<file path="src/rtl/cp_symbol_sched.sv">
// Frame scheduler: grants 64-sample preamble then data symbol bursts spaced by GAP idle cycles.
// Latency: sample out 1 cycle after its grant cycle. Backpressure: waits at gap end for source req, flags underrun.
module cp_symbol_sched #(
    parameter int DATAWIDTH = 18,
    parameter int PRE_SYMS  = 4,
    parameter int GAP       = 16
) (
    input  logic                 cp_clk,
    input  logic                 cp_rst_n,
    input  logic                 frame_start,
    input  logic [7:0]           num_data_syms,
    input  logic                 pre_req,
    input  logic [DATAWIDTH-1:0] pre_real,
    input  logic [DATAWIDTH-1:0] pre_imag,
    output logic                 pre_grant,
    input  logic                 dat_req,
    input  logic [DATAWIDTH-1:0] dat_real,
    input  logic [DATAWIDTH-1:0] dat_imag,
    output logic                 dat_grant,
    output logic [DATAWIDTH-1:0] sym_real,
    output logic [DATAWIDTH-1:0] sym_imag,
    output logic                 sym_valid,
    output logic [5:0]           sym_index,
    output logic                 frame_busy,
    output logic                 frame_done,
    output logic                 underrun
);
    typedef enum logic [2:0] {IDLE, PRE_BURST, PRE_GAP, DAT_BURST, DAT_GAP, DONE} state_t;

    localparam logic [5:0] GAP_LAST = 6'(GAP - 1);
    localparam logic [5:0] IDX_LAST = 6'd63;
    localparam logic [7:0] PRE_N    = 8'(PRE_SYMS);

    state_t               state_q, state_d;
    logic                 busy_q, busy_d;
    logic [7:0]           num_q, num_d;
    logic [7:0]           pre_cnt_q, pre_cnt_d;
    logic [7:0]           dat_cnt_q, dat_cnt_d;
    logic [5:0]           idx_q, idx_d;
    logic [5:0]           gap_q, gap_d;
    logic                 und_q, und_d;
    logic [DATAWIDTH-1:0] real_q, real_d;
    logic [DATAWIDTH-1:0] imag_q, imag_d;
    logic [5:0]           sidx_q, sidx_d;
    logic                 svld_q, svld_d;
    logic                 gap_end;
    logic                 stall;

    // Gap counter saturates on its last cycle so a stalled gap simply holds there.
    assign gap_end = (gap_q == GAP_LAST);

    always_ff @(posedge cp_clk or negedge cp_rst_n) begin
        if (!cp_rst_n) begin
            state_q <= IDLE;
        end else begin
            state_q <= state_d;
        end
    end

    always_comb begin
        state_d = state_q;
        stall   = 1'b0;
        case (state_q)
            IDLE:      if (busy_q && pre_req) state_d = PRE_BURST;
            PRE_BURST: if (idx_q == IDX_LAST) state_d = PRE_GAP;
            PRE_GAP: begin
                if (gap_end) begin
                    if (pre_cnt_q < PRE_N) begin
                        if (pre_req) state_d = PRE_BURST;
                        else         stall   = 1'b1;
                    end else if (num_q != 8'd0) begin
                        if (dat_req) state_d = DAT_BURST;
                        else         stall   = 1'b1;
                    end else begin
                        state_d = DONE;
                    end
                end
            end
            DAT_BURST: if (idx_q == IDX_LAST) state_d = DAT_GAP;
            DAT_GAP: begin
                if (gap_end) begin
                    if (dat_cnt_q < num_q) begin
                        if (dat_req) state_d = DAT_BURST;
                        else         stall   = 1'b1;
                    end else begin
                        state_d = DONE;
                    end
                end
            end
            DONE:    state_d = IDLE;
            default: state_d = IDLE;
        endcase
    end

    always_comb begin
        pre_grant  = (state_q == PRE_BURST);
        dat_grant  = (state_q == DAT_BURST);
        frame_done = (state_q == DONE);
        frame_busy = busy_q && (state_q != DONE);
    end

    always_comb begin
        busy_d    = busy_q;
        num_d     = num_q;
        pre_cnt_d = pre_cnt_q;
        dat_cnt_d = dat_cnt_q;
        idx_d     = 6'd0;
        gap_d     = 6'd0;
        und_d     = und_q | stall;
        case (state_q)
            IDLE: begin
                if (!busy_q && frame_start) begin
                    busy_d    = 1'b1;
                    num_d     = num_data_syms;
                    pre_cnt_d = 8'd0;
                    dat_cnt_d = 8'd0;
                end
            end
            PRE_BURST: begin
                idx_d = idx_q + 6'd1;
                if (idx_q == IDX_LAST) pre_cnt_d = pre_cnt_q + 8'd1;
            end
            DAT_BURST: begin
                idx_d = idx_q + 6'd1;
                if (idx_q == IDX_LAST) dat_cnt_d = dat_cnt_q + 8'd1;
            end
            PRE_GAP, DAT_GAP: gap_d = gap_end ? gap_q : gap_q + 6'd1;
            DONE:    busy_d = 1'b0;
            default: ;
        endcase
    end

    always_comb begin
        real_d = '0;
        imag_d = '0;
        sidx_d = 6'd0;
        svld_d = 1'b0;
        if (pre_grant) begin
            real_d = pre_real;
            imag_d = pre_imag;
            sidx_d = idx_q;
            svld_d = 1'b1;
        end else if (dat_grant) begin
            real_d = dat_real;
            imag_d = dat_imag;
            sidx_d = idx_q;
            svld_d = 1'b1;
        end
    end

    always_ff @(posedge cp_clk or negedge cp_rst_n) begin
        if (!cp_rst_n) begin
            busy_q    <= 1'b0;
            num_q     <= 8'd0;
            pre_cnt_q <= 8'd0;
            dat_cnt_q <= 8'd0;
            idx_q     <= 6'd0;
            gap_q     <= 6'd0;
            und_q     <= 1'b0;
            real_q    <= '0;
            imag_q    <= '0;
            sidx_q    <= 6'd0;
            svld_q    <= 1'b0;
        end else begin
            busy_q    <= busy_d;
            num_q     <= num_d;
            pre_cnt_q <= pre_cnt_d;
            dat_cnt_q <= dat_cnt_d;
            idx_q     <= idx_d;
            gap_q     <= gap_d;
            und_q     <= und_d;
            real_q    <= real_d;
            imag_q    <= imag_d;
            sidx_q    <= sidx_d;
            svld_q    <= svld_d;
        end
    end

    assign sym_real  = real_q;
    assign sym_imag  = imag_q;
    assign sym_index = sidx_q;
    assign sym_valid = svld_q;
    assign underrun  = und_q;
endmodule

</file>
<file path="config.mk">
export PLATFORM = sky130hd
export DESIGN_NAME = cp_symbol_sched
export DESIGN_NICKNAME = d
export VERILOG_FILES = /design/src/rtl/cp_symbol_sched.sv
export SDC_FILE = /design/constraint.sdc
export NUM_CORES = 1
export LEC_CHECK = 0
export CAP_MARGIN = 25
export CORE_ASPECT_RATIO = 0.5
export CORE_MARGIN = 2
export CORE_UTILIZATION = 35
export DETAILED_ROUTE_END_ITERATION = 8
export PLACE_DENSITY = 0.64
export SLEW_MARGIN = 20
export SYNTH_ARGS = -nofsm -noshare
export SYNTH_HDL_FRONTEND = slang
export SYNTH_SLANG_ARGS = --single-unit
</file>
<file path="constraint.sdc">
create_clock -name cp_clk -period 1.71 [get_ports cp_clk]
set_input_delay 0.171 -clock cp_clk [delete_from_list [all_inputs] [get_ports cp_clk]]
set_output_delay 0.171 -clock cp_clk [all_outputs]
set_load 0.02 [all_outputs]
</file>
==> flow_summary_export.csv <==
group,metric,value,unit
cts,cts_buffers,9,
power,p_leak,2.72,nW
synth,synth_top_area_share,53.3,%
route,viasPerCell,4.78,
synth,ys_async_sr_fraction,100,%
global_route,grtUsageTotal,17.0,%
synth,synth_fp_nets,475,
critical_path,path_buf_inv,1,
route,via_count,3343,
synth,yosysWarnings,0,
die,die_w,154,microns
critical_path,worstPathRequired,1930,ps
route,drtPass1Iterations,4,
route,drc,0,
placement,gp_congestion,0.872,
synth,ys_ff_latch,84,
die,initial_core_util,35.9,%
timing,clock.fmax,0.575,GHz
critical_path,cp-end-kind,"register",
synth,yosys-top-cells-area,"dfrtp_1 (53%), mux2i_1 (9.1%), nor2_1 (5.8%)",
synth,synth_cell_types,43,
timing,fin_crit,1740,ps
timing,rsz0062_at_grt,"true",
synth,ys_seq_area_share,53.3,%
critical_path,cp_top_family,"compound AO/OA/AOI/OAI gates",
power,seqPwrFrac,32.6,%
timing,post-route-period-util,102,%
cts,clk_pin_slew,60,ps
power,internal_power,5.67,mW
global_route,grt_pass1_wl,16.4,mm
synth,netlist_area,3940,sq um
synth,netlist_instances,379,
route,postRouteAntennaNets,0,
placement,io_buffers,132,
job,maxCapViolations,0,
power,combPwrFrac,46.6,%
final_layout,fin_nets,646,
power,p_per_area,1450,nW/um^2
critical_path,crit_arrival,1960,ps
placement,dp_cells,680,
synth,synth_edf_count,0,
final_layout,final_cell_count_no_fill,699,
route,drtIter0Drc,139,
timing,holdWs,305,ps
cts,clock-sinks,84,
timing,relSlewSlack,74.0,%
power,switching_share,36.1,%
die,num_io_pins,133,
final_layout,drive_gt1_share,18.2,%
power,p_clk_share,20.8,%
timing,setup_viol,1,
cts,cts_max_level,3,
power,ir_worst_vdd,0.664,mV
synth,synth.most_common_cell,"dfrtp_1",
timing,post-route-worst-setup-slack,-29.5,ps
die,fp.dieH,79.0,microns
cts,root_buffer,"clkbuf_16",
die,rows,27,
global_route,grt_overflow,0,
cts,clock_path_buffers,2,
hold_path,hold_class,"in2async",
global_route,grt_start_max_net_pins,46,
final_layout,final_core_util,55.7,%
final_layout,syn_to_final_growth,55.2,%
cts,clk_latency,340,ps
run_status,status,"finished with violations",
placement,hpwl,7.49,mm
timing,hold_viol,0,
synth,synth_area_per_cell,10.4,sq um
global_route,grt_pass1_vias,3350,
critical_path,slowest_stage,"dfrtp_1",
timing,drv_slew,0,
critical_path,start_kind,"register",
critical_path,cpPeakStageDelay,350,ps
die,die_area,12200,sq um
route,drt_wl_total,10.0,mm
timing,fin_worst_skew,4.85,ps
global_route,antenna_found_initial,0,
die,core,11000,sq um
final_layout,diodes,0,
power,switchingPower,3.20,mW
synth,synthTopCellsByCount,"dfrtp_1 (84), nor2_1 (61), mux2i_1 (36)",
critical_path,worst-path-max-fanout,4,
route,post_drt_wl_per_cell,14.3,microns
critical_path,critPathKind,"reg2reg",
synth,ys.flop_type,"dfrtp_1",
run_status,failed_checks,"setup timing",
cts,cts_tree,"done",
synth,synth.largest_area_cell,"dfrtp_1",
timing,worst_pin_slew,390,ps
critical_path,crit_top_cell,"a211o_1",
critical_path,path_cells,"inv_1 > ha_1 > a2111oi_2 > a211o_1 > a31oi_1 > a211o_1",
-- worst paths after layout --
path	from	endpoint	slack, ps	cells past startpoint
max	num_q[1]	state_q[2]	-30	6
min	cp_rst_n	sym_imag[0]	310	2
max reg2reg	num_q[1]	state_q[2]	-30	6
min reg2reg	gap_q[2]	gap_q[2]	530	1
max in group asynchronous	cp_rst_n	sym_imag[10]	850	3
min in group cp_clk	num_data_syms[0]	num_q[0]	390	3
-- layout by cell type (no fill, tap or decap), drive strengths merged, types with 11 or more instances in the layout --
| master | instances |
|---|---|
| buf | 49 |
| clkbuf | 16 |
| clkdlybuf4s50 | 127 |
| dfrtp | 84 |
| ha | 11 |
| inv | 12 |
| mux2i | 36 |
| nand2 | 32 |
| nand3 | 13 |
| nor2 | 65 |
| o21ai | 16 |
| xor2 | 11 |
-- logic make-up after synthesis --
kind of cell	count (synthesis)	share of synthesized area [%]
DFF	84	53.3
buffers and inverters	32	3.84
AOI/OAI and AO/OA	45	7.56
muxes	36	9.14
adders and majority gates	11	3.49
and+or+nand+nor	152	18.4
xor gates and xnor gates	19	4.22
-- layout make-up --
type                            count  area [sq um]
Inverter                           12          47.5
Timing Repair Buffer              180          1700
Sequential cell                    84          2100
Tap cell                          145           181
Clock inverter                      1          7.51
Multi-Input combinational cell    263          1810
Fill cell                         985          4860
Clock buffer                       14           274
-- flip-flops by register name, indices dropped and copies added (netlist names) --
register / count
sym_valid: 1
num_q: 8
sym_index: 6
underrun: 1
sym_real: 18
idx_q: 6
state_q: 3
busy_q: 1
gap_q: 6
dat_cnt_q: 8
pre_cnt_q: 8
sym_imag: 18
-- power groups by stage --
stage	registers [mW]	clock network [mW]	logic, mW
5_1_grt	2.97	1.98	4.52
6_report	2.89	1.84	4.14
3_5_place_dp	2.89	0	3.95
3_3_place_gp	2.87	0	3.91
2_1_floorplan	3.23	0	1.81
4_1_cts	2.87	1.88	4.03
-- what timing repair did --
item | 4_1_cts | 5_1_grt
pin swaps | 2 | 18
buffers inserted | 2 | 1
endpoints found under the setup margin | 7 | 12
hold endpoints to repair | 27 | 0
hold buffers | 1 | 0
gates resized for setup | 14 | 26
-- metal layers --
layer	track usage [%]	share of wire [%]	up-vias
met5	0	0	-
met4	6.92	1.6	0
met3	3.71	4.4	16
met2	29.6	50	83
met1	21.0	44	1612
li1	-	-	1632
-- stage by stage --
| step | total power, mW | setup WS [ps] | cell area, sq um | TNS [ps] |
|---|---|---|---|---|
| 2_1_floorplan | 5.04 | -79.2 | 3950 | -253 |
| 3_3_place_gp | 6.77 | 6.29 | 5700 | 0 |
| 3_5_place_dp | 6.85 | -29.0 | 5700 | -29.0 |
| 4_1_cts | 8.78 | 2.11 | 6020 | 0 |
| 5_1_grt | 9.46 | -93.0 | 6120 | -112 |
| 6_report | 8.87 | -29.5 | 6120 | -29.5 |
(Power assumes the default switching activity.)
